### src/rtl/mem_bus_arbiter.sv
// Memory-port arbiter: CPU fetch/read/write plus one external requester share a single
// memory port, one transaction at a time, with a watchdog that aborts hung transactions.
module mem_bus_arbiter #(
  parameter int TIMEOUT = 256,
  parameter int CNTW    = 9
) (
  input  logic        clk,
  input  logic        rst,
  input  logic        i_read_req,
  input  logic        i_read_w,
  input  logic        i_read_hw,
  input  logic [31:0] i_read_adr,
  input  logic        d_read_req,
  input  logic        d_read_w,
  input  logic        d_read_hw,
  input  logic [31:0] d_read_adr,
  input  logic        d_write_req,
  input  logic        d_write_w,
  input  logic        d_write_hw,
  input  logic [31:0] d_write_adr,
  input  logic [31:0] d_write_data,
  output logic        read_valid,
  output logic [31:0] read_data,
  output logic        write_finish,
  input  logic        x_req,
  input  logic        x_we,
  input  logic [31:0] x_adr,
  input  logic [31:0] x_wdata,
  output logic        x_done,
  output logic [31:0] x_rdata,
  output logic        m_req,
  output logic        m_we,
  output logic        m_w,
  output logic        m_hw,
  output logic [31:0] m_adr,
  output logic [31:0] m_wdata,
  input  logic [31:0] m_rdata,
  input  logic        m_ack,
  output logic        timeout_err,
  output logic [31:0] err_adr,
  output logic [1:0]  dbg_state
);

  // Handshake: requesters hold a level request (with stable fields) until their one-cycle
  // completion pulse; m_req is held with stable fields until the one-cycle m_ack pulse.
  typedef enum logic [1:0] {S_IDLE = 2'd0, S_BUSY = 2'd1, S_RESP = 2'd2, S_GAP = 2'd3} state_t;

  localparam logic [1:0] OWN_IR = 2'd0;
  localparam logic [1:0] OWN_DR = 2'd1;
  localparam logic [1:0] OWN_DW = 2'd2;
  localparam logic [1:0] OWN_X  = 2'd3;
  localparam logic [CNTW-1:0] CNT_LAST = CNTW'(TIMEOUT - 1);

  state_t      state_q, state_d;
  logic [1:0]  owner_q, owner_d;
  logic [CNTW-1:0] cnt_q, cnt_d;
  logic        last_ext_q, last_ext_d;
  logic        m_req_q, m_req_d;
  logic        m_we_q, m_we_d;
  logic        m_w_q, m_w_d;
  logic        m_hw_q, m_hw_d;
  logic [31:0] m_adr_q, m_adr_d;
  logic [31:0] m_wdata_q, m_wdata_d;
  logic        read_valid_q, read_valid_d;
  logic [31:0] read_data_q, read_data_d;
  logic        write_finish_q, write_finish_d;
  logic        x_done_q, x_done_d;
  logic [31:0] x_rdata_q, x_rdata_d;
  logic        timeout_err_q, timeout_err_d;
  logic [31:0] err_adr_q, err_adr_d;

  logic        cpu_any;
  logic        grant_x;
  logic        done;
  logic [31:0] resp_data;

  always_comb begin
    cpu_any   = d_write_req | d_read_req | i_read_req;
    // On a tie the group not served last wins; a lone requester always wins.
    grant_x   = x_req & (~cpu_any | ~last_ext_q);
    done      = (state_q == S_BUSY) & (m_ack | (cnt_q == CNT_LAST));
    resp_data = m_ack ? m_rdata : 32'hFFFF_FFFF;

    state_d        = state_q;
    owner_d        = owner_q;
    cnt_d          = cnt_q;
    last_ext_d     = last_ext_q;
    m_req_d        = m_req_q;
    m_we_d         = m_we_q;
    m_w_d          = m_w_q;
    m_hw_d         = m_hw_q;
    m_adr_d        = m_adr_q;
    m_wdata_d      = m_wdata_q;
    read_valid_d   = 1'b0;
    read_data_d    = read_data_q;
    write_finish_d = 1'b0;
    x_done_d       = 1'b0;
    x_rdata_d      = x_rdata_q;
    timeout_err_d  = timeout_err_q;
    err_adr_d      = err_adr_q;

    case (state_q)
      S_IDLE: begin
        if (cpu_any | x_req) begin
          state_d = S_BUSY;
          m_req_d = 1'b1;
          cnt_d   = '0;
          if (grant_x) begin
            owner_d   = OWN_X;
            m_adr_d   = x_adr;
            m_we_d    = x_we;
            m_w_d     = 1'b1;
            m_hw_d    = 1'b0;
            m_wdata_d = x_we ? x_wdata : 32'h0;
          end else if (d_write_req) begin
            owner_d   = OWN_DW;
            m_adr_d   = d_write_adr;
            m_we_d    = 1'b1;
            m_w_d     = d_write_w;
            m_hw_d    = d_write_hw;
            m_wdata_d = d_write_data;
          end else if (d_read_req) begin
            owner_d   = OWN_DR;
            m_adr_d   = d_read_adr;
            m_we_d    = 1'b0;
            m_w_d     = d_read_w;
            m_hw_d    = d_read_hw;
            m_wdata_d = 32'h0;
          end else begin
            owner_d   = OWN_IR;
            m_adr_d   = i_read_adr;
            m_we_d    = 1'b0;
            m_w_d     = i_read_w;
            m_hw_d    = i_read_hw;
            m_wdata_d = 32'h0;
          end
        end
      end
      S_BUSY: begin
        if (done) begin
          m_req_d = 1'b0;
          state_d = S_RESP;
          case (owner_q)
            OWN_IR, OWN_DR: begin
              read_valid_d = 1'b1;
              read_data_d  = resp_data;
            end
            OWN_DW: write_finish_d = 1'b1;
            default: begin
              x_done_d  = 1'b1;
              x_rdata_d = resp_data;
            end
          endcase
          // An ack arriving on the expiry cycle still counts as a normal completion.
          if (!m_ack) begin
            timeout_err_d = 1'b1;
            if (!timeout_err_q) err_adr_d = m_adr_q;
          end
        end else begin
          cnt_d = cnt_q + 1'b1;
        end
      end
      S_RESP: begin
        last_ext_d = (owner_q == OWN_X);
        state_d    = S_GAP;
      end
      default: state_d = S_IDLE;
    endcase
  end

  always_ff @(posedge clk) begin
    if (rst) begin
      state_q        <= S_IDLE;
      owner_q        <= OWN_IR;
      cnt_q          <= '0;
      last_ext_q     <= 1'b1;
      m_req_q        <= 1'b0;
      m_we_q         <= 1'b0;
      m_w_q          <= 1'b0;
      m_hw_q         <= 1'b0;
      m_adr_q        <= 32'h0;
      m_wdata_q      <= 32'h0;
      read_valid_q   <= 1'b0;
      read_data_q    <= 32'h0;
      write_finish_q <= 1'b0;
      x_done_q       <= 1'b0;
      x_rdata_q      <= 32'h0;
      timeout_err_q  <= 1'b0;
      err_adr_q      <= 32'h0;
    end else begin
      state_q        <= state_d;
      owner_q        <= owner_d;
      cnt_q          <= cnt_d;
      last_ext_q     <= last_ext_d;
      m_req_q        <= m_req_d;
      m_we_q         <= m_we_d;
      m_w_q          <= m_w_d;
      m_hw_q         <= m_hw_d;
      m_adr_q        <= m_adr_d;
      m_wdata_q      <= m_wdata_d;
      read_valid_q   <= read_valid_d;
      read_data_q    <= read_data_d;
      write_finish_q <= write_finish_d;
      x_done_q       <= x_done_d;
      x_rdata_q      <= x_rdata_d;
      timeout_err_q  <= timeout_err_d;
      err_adr_q      <= err_adr_d;
    end
  end

  assign read_valid   = read_valid_q;
  assign read_data    = read_data_q;
  assign write_finish = write_finish_q;
  assign x_done       = x_done_q;
  assign x_rdata      = x_rdata_q;
  assign m_req        = m_req_q;
  assign m_we         = m_we_q;
  assign m_w          = m_w_q;
  assign m_hw         = m_hw_q;
  assign m_adr        = m_adr_q;
  assign m_wdata      = m_wdata_q;
  assign timeout_err  = timeout_err_q;
  assign err_adr      = err_adr_q;
  assign dbg_state    = state_q;

endmodule

### config.mk
export PLATFORM = sky130hd
export DESIGN_NAME = mem_bus_arbiter
export DESIGN_NICKNAME = d
export VERILOG_FILES = /design/src/rtl/mem_bus_arbiter.sv
export SDC_FILE = /design/constraint.sdc
export NUM_CORES = 1
export LEC_CHECK = 0
export BUFFER_PORTS_ARGS = -buffer_cell sky130_fd_sc_hd__buf_2
export CAP_MARGIN = 20
export CORE_AREA = 3 3 156 158
export DETAILED_ROUTE_END_ITERATION = 12
export DIE_AREA = 0 0 159 161
export PLACE_DENSITY_LB_ADDON = 0.25
export SYNTH_ARGS = -nofsm -noshare
export SYNTH_HDL_FRONTEND = slang
export SYNTH_SLANG_ARGS = --single-unit
### constraint.sdc
create_clock -name clk -period 4.32 [get_ports clk]
set_input_delay 0.216 -clock clk [delete_from_list [all_inputs] [get_ports clk]]
set_output_delay 0.216 -clock clk [all_outputs]
set_load 0.05 [all_outputs]
---- Word level (Yosys, flattened, before mapping) ----
Cells that the tools add are included.
storage, ports and cells
  register bits ........................... 182
  output and inout bits ................... 170
  logic and storage cells ................. 85
cells by class
  $add $sub $neg .......................... 1
  eq/ne operators ......................... 9
  muxes and demuxes ....................... 30
  bitwise operators ....................... 14
  reductions and logical operators ........ 14
operators by type and width
  operator                                                          count
  32-bit two-way mux                                                7
  9-bit two-way mux                                                 2
  9-bit one-hot mux with 2 select lines                             1
  3-bit AND reduction                                               5
  1-bit two-way mux                                                 14
  9-bit by 1-bit adder with 9-bit output (second input constant)    1
  9-bit by 8-bit == test with 1-bit output (second input constant)  1
  2-bit two-way mux                                                 4
  1-bit NOT                                                         7
  2-bit == test (second input constant)                             3
  2-bit inequality test (second input constant)                     3
  2-bit one-hot mux with 3 select lines                             1
  3-bit OR reduction                                                2
  1-bit OR                                                          5
  2-bit by 1-bit == test with 1-bit output (second input constant)  2
  2-bit zero test                                                   2
  2-bit AND reduction                                               2
  4-bit AND reduction                                               1
  1-bit AND                                                         2
  1-bit one-hot mux with 2 select lines                             1
  2-bit nonzero test                                                1
  2-bit OR reduction                                                1

---- Depth between registers and ports, before layout ----
  depth after elaboration ................. 6
  mapped depth ............................ 9
  mapped depth without buffers ............ 8

---- Worst setup path before layout ----
No wires, ideal clock.
  path type ............................... register to register
  start ................................... reg cnt_q[0]
  end ..................................... reg m_req_q (netlist: m_req)
  arrival ................................. 1.987 ns
  data required time ...................... 4.203 ns
  setup slack ............................. 2.215 ns
  stages on the path, launching flop included .. 9
  period minus slack after synthesis ...... 2.105 ns
  path through ............................ dfxtp_1 > ha_1 > nand3_1 > nor4_1 > ha_1 > or3b_1 > a21boi_0 > nand2_1 > a32o_1
between the ends
  cells in the longest elaborated chain, start to end .. 5
RTL lines
  item                                      line  RTL
  start: declaration                        56    logic [CNTW-1:0] cnt_q, cnt_d;
  start signal: assignment                  193   cnt_q <= cnt_d;
  9-bit by 8-bit == test with 1-bit output  81    done = (state_q == S_BUSY) & (m_ack | (cnt_q == CNT_LAST));
  1-bit OR                                  81
  1-bit AND                                 81
  2-bit inequality test (no line)           -
  3-bit AND reduction (no line)             -
  end signal: assignment                    195   m_req_q <= m_req_d;
  end: declaration                          58    logic m_req_q, m_req_d;
Every way passes these cells.
A chain may end at the register's enable or synchronous reset.

---- Final worst setup path ----
  start ................................... reg cnt_q[0]
  end ..................................... reg x_rdata_q[23] (netlist: x_rdata[23])
between the ends
  cells in the longest elaborated chain, start to end .. 4
RTL lines
  item                                      line  RTL
  9-bit by 8-bit == test with 1-bit output  81
  1-bit OR                                  81
  1-bit AND                                 81
  3-bit AND reduction (no line)             -
  end signal: assignment                    205   x_rdata_q <= x_rdata_d;
  end: declaration                          68    logic [31:0] x_rdata_q, x_rdata_d;
Every way passes these cells.

==> out/results.tsv <==
stage	metric	value	unit
setup_path	critPathRequiredTime	4.65	ns
setup_path	cp_max_fo	36	
worst_hold_path	holdPathStages	3	
setup_path	worst-r2r-cell-count	9	
sta	tightest_slew	1.034	ns
synth	syn-num-nets	1219	
layout	synthToLayoutAreaGrowth	34.73	%
synth	ys_ff_latch	182	
layout	final_common_cell	buf_2	
sta	max_freq	364.1	MHz
job	cap_violations	0	
routing	wire_per_inst	15.39	um
clock_tree	htree_num_levels	4	
routing	firstDrtPassIters	4	
routing	drt_iter0_markers	413	
floorplanning	die_w	159	um
synth	yosys.area_share.adder	0.009318	
clock_tree	post_cts_resized	0	
sta	setup-violations-final	0	
synth	async_flop_share	0	
sta	tns	0	ns
outcome	status	completed	
clock_tree	cts_buffers	17	
global_routing	first_global_vias	7355	
setup_path	reg2reg_from	cnt_q[0]$_SDFFE_PP0P_	
placed_design	placed_cell_area	10220	um2
setup_path	reg2reg_slack	1.57	ns
floorplanning	std_cell_rows	56	
global_routing	grt_max_degree	94	
floorplanning	io-pin-count	408	
sta	fin_crit	2.746	ns
sta	fin_ws	1.574	ns
global_routing	antenna_found_initial	1	
global_routing	grt_overflow_total	0	
synth	yosysUniqueCellTypes	49	
synth	synth_compound_area_frac	0.1842	
clock_tree	cts_setup_buffers	0	
synth	synthCells	975	
clock_tree	clkLatencyLatePin	0.42	ns
routing	num_vias	7943	
worst_hold_path	hold_class	in -> reg	
worst_hold_path	min_to	m_adr[21]$_SDFFE_PP0P_	
sta	period_share	0.6357	
layout	mostFrequentLayoutCells	406 x buf_2, 202 x nand2_1, 182 x dfxtp_1, 112 x nor2_1, 65 x mux2i_1	
floorplanning	die_y	161	um
power	vdd_ir_drop_max	0.2451	mV
synth	synthMuxAreaShare	0.08216	
synth	synth_xor_area_frac	0	
layout	n_fill_cell	2431	
sta	clock_skew	0.01191	ns
global_routing	grt_pass1_wl	39920	um
synth	synthSimpleGateAreaFrac	0.2207	
placed_design	dp_hpwl	19120	um
layout	fin_nets	1576	
setup_path	start_kind	flip-flop	
sta	max_slew_margin	0.3105	
setup_path	worstReg2RegEnd	x_rdata[23]$_SDFFE_PP0P_	
clock_tree	cts_sinks	182	
routing	wirelength	25610	um
setup_path	path_class	reg -> reg	
synth	synth_area	8056	um2
layout	diodes	0	
floorplanning	die-area	25600	um2
routing	viasPerCell	4.773	
synth	synth_top_family_by_area	simple AND/OR/NAND/NOR gates	
layout	postLayoutCellArea	10850	um2
worst_hold_path	hp-start	x_adr[21]	
sta	whs	0.05147	ns
sta	finalHoldViolCount	0	
placed_design	io_buffers	407	
synth	synth_area_per_cell	8.263	um2
routing	drc	0	
placed_design	pre_cts_slack	1.556	ns
sta	rsz0062_at_grt	false	
synth	synth_edf_count	0	
sta	final_max_slew_viol_count	0	
placed_design	gp_congestion	0.8207	
synth	synth-warning-count	0	
layout	drive_above_1_share	0.3435	
floorplanning	core	23260	um2
clock_tree	cts.clk_slew.worst_paths	0.08	ns
clock_tree	hold_buffers	0	
clock_tree	clockBufferDepth	2	
floorplanning	start_util	0.3463	
clock_tree	cts_tree	built	
power	leakagePower	4.888	nW
global_routing	gr-usage-all-layers	0.1911	
setup_path	crit_arrival	3.08	ns
clock_tree	root_buffer	clkbuf_16	
power	p_per_area	601.2	nW/um2
synth	ys.flop_type	dfxtp_1	
routing	antenna_left	0	
setup_path	endpoint_kind	flip-flop	
synth	yosysSeqAreaShare	0.4522	
## worst max path at each step
stage | start | to | slack, ns
2_1_floorplan | cnt_q[0]$_SDFFE_PP0P_ | m_req$_SDFFE_PP0P_ | 2.22
5_1_grt | cnt_q[0]$_SDFFE_PP0P_ | read_data[22]$_SDFFE_PP0P_ | 1.22
4_1_cts | cnt_q[0]$_SDFFE_PP0P_ | x_rdata[28]$_SDFFE_PP0P_ | 1.55
6_report | cnt_q[0]$_SDFFE_PP0P_ | x_rdata[23]$_SDFFE_PP0P_ | 1.57
3_5_place_dp | cnt_q[0]$_SDFFE_PP0P_ | read_data[27]$_SDFFE_PP0P_ | 1.56
3_3_place_gp | cnt_q[0]$_SDFFE_PP0P_ | read_data[27]$_SDFFE_PP0P_ | 1.66
## cell usage after synthesis (2+ instances only)
cell	n	area share
buf_1	3	0.0014
nor2_2	2	0.0016
o31a_1	2	0.0022
nor2_1	113	0.053
nand3_1	11	0.0068
a211oi_1	64	0.060
o211ai_1	2	0.0019
o21ai_0	43	0.027
buf_4	7	0.0065
inv_1	8	0.0037
clkbuf_1	46	0.021
nor2b_1	32	0.025
buf_6	3	0.0042
a22oi_1	2	0.0019
ha_1	6	0.0093
o22ai_1	2	0.0016
nand2b_1	5	0.0039
a21oi_1	38	0.024
and2_1	30	0.023
nor3_1	2	0.0012
buf_2	21	0.013
o21ai_1	20	0.012
mux2i_1	65	0.081
o32ai_1	3	0.0033
a311oi_1	39	0.042
dfxtp_1	182	0.45
nand2_1	202	0.094
## state kept, by name (all words and copies together), names as in the netlist
register,flops
cnt_q,9
dbg_state,2
err_adr,32
last_ext_q,1
m_adr,32
m_hw,1
m_req,1
m_w,1
m_wdata,32
m_we,1
owner_q,2
read_data,32
read_valid,1
timeout_err,1
write_finish,1
x_done,1
x_rdata,32
## through the flow
step	total power [mW]	utilization	cells
global route	6.895	0.4666	1664
detailed placement	4.958	0.4395	1632
floorplan	4.286	-	975
global placement	4.933	0.4395	1632
CTS	6.612	0.4666	1664
finish	6.525	0.4666	1664
## final cells by class
| class | instances | area [um2] | share of cell area |
|---|---|---|---|
| multi-input cells | 703 | 4018 | 0.3701 |
| flip-flops and latches | 182 | 3643 | 0.3357 |
| repair buffers | 419 | 2130 | 0.1962 |
| clock buffers | 17 | 425.4 | 0.03919 |
| well taps | 319 | 399.1 | 0.03677 |
| clock inverters | 15 | 205.2 | 0.01890 |
| inverters | 9 | 33.78 | 0.003112 |
## where the power goes
part	switching [mW]	leakage [nW]	internal (mW)	total, mW
logic	1.98	3.11	0.691	2.67
registers	0.212	1.48	2.01	2.22
clock network	0.745	0.298	0.892	1.64
total	2.94	4.89	3.59	6.53
## worst max-delay path: stages (launching register included)
cell and delay, ns:
dfxtp_1 0.39, ha_1 0.18, nand3_1 0.15, nor4_1 0.28, ha_1 0.25, o21ai_2 0.13
nor2_4 0.52, buf_4 0.45, nor2_1 0.07, a211oi_1 0.22
## cell families (layout without fill, tap and decap cells)
kind of cell	count (synthesis)	after routing
AO/OA/AOI/OAI	223	223
adder cells (fa/ha/maj)	6	6
buffers and inverters	90	460
flip-flops	182	182
multiplexers	66	66
AND/OR/NAND/NOR	408	408
## metal layers
layer,part of all wire,track usage,wire length (um)
met1,0.43,0.2417,11020
met2,0.48,0.3187,12290
met3,0.075,0.05591,1918
met4,0.014,0.05491,366
met5,0.00051,0,13
Note: power is estimated with default switching activity, not from simulation.
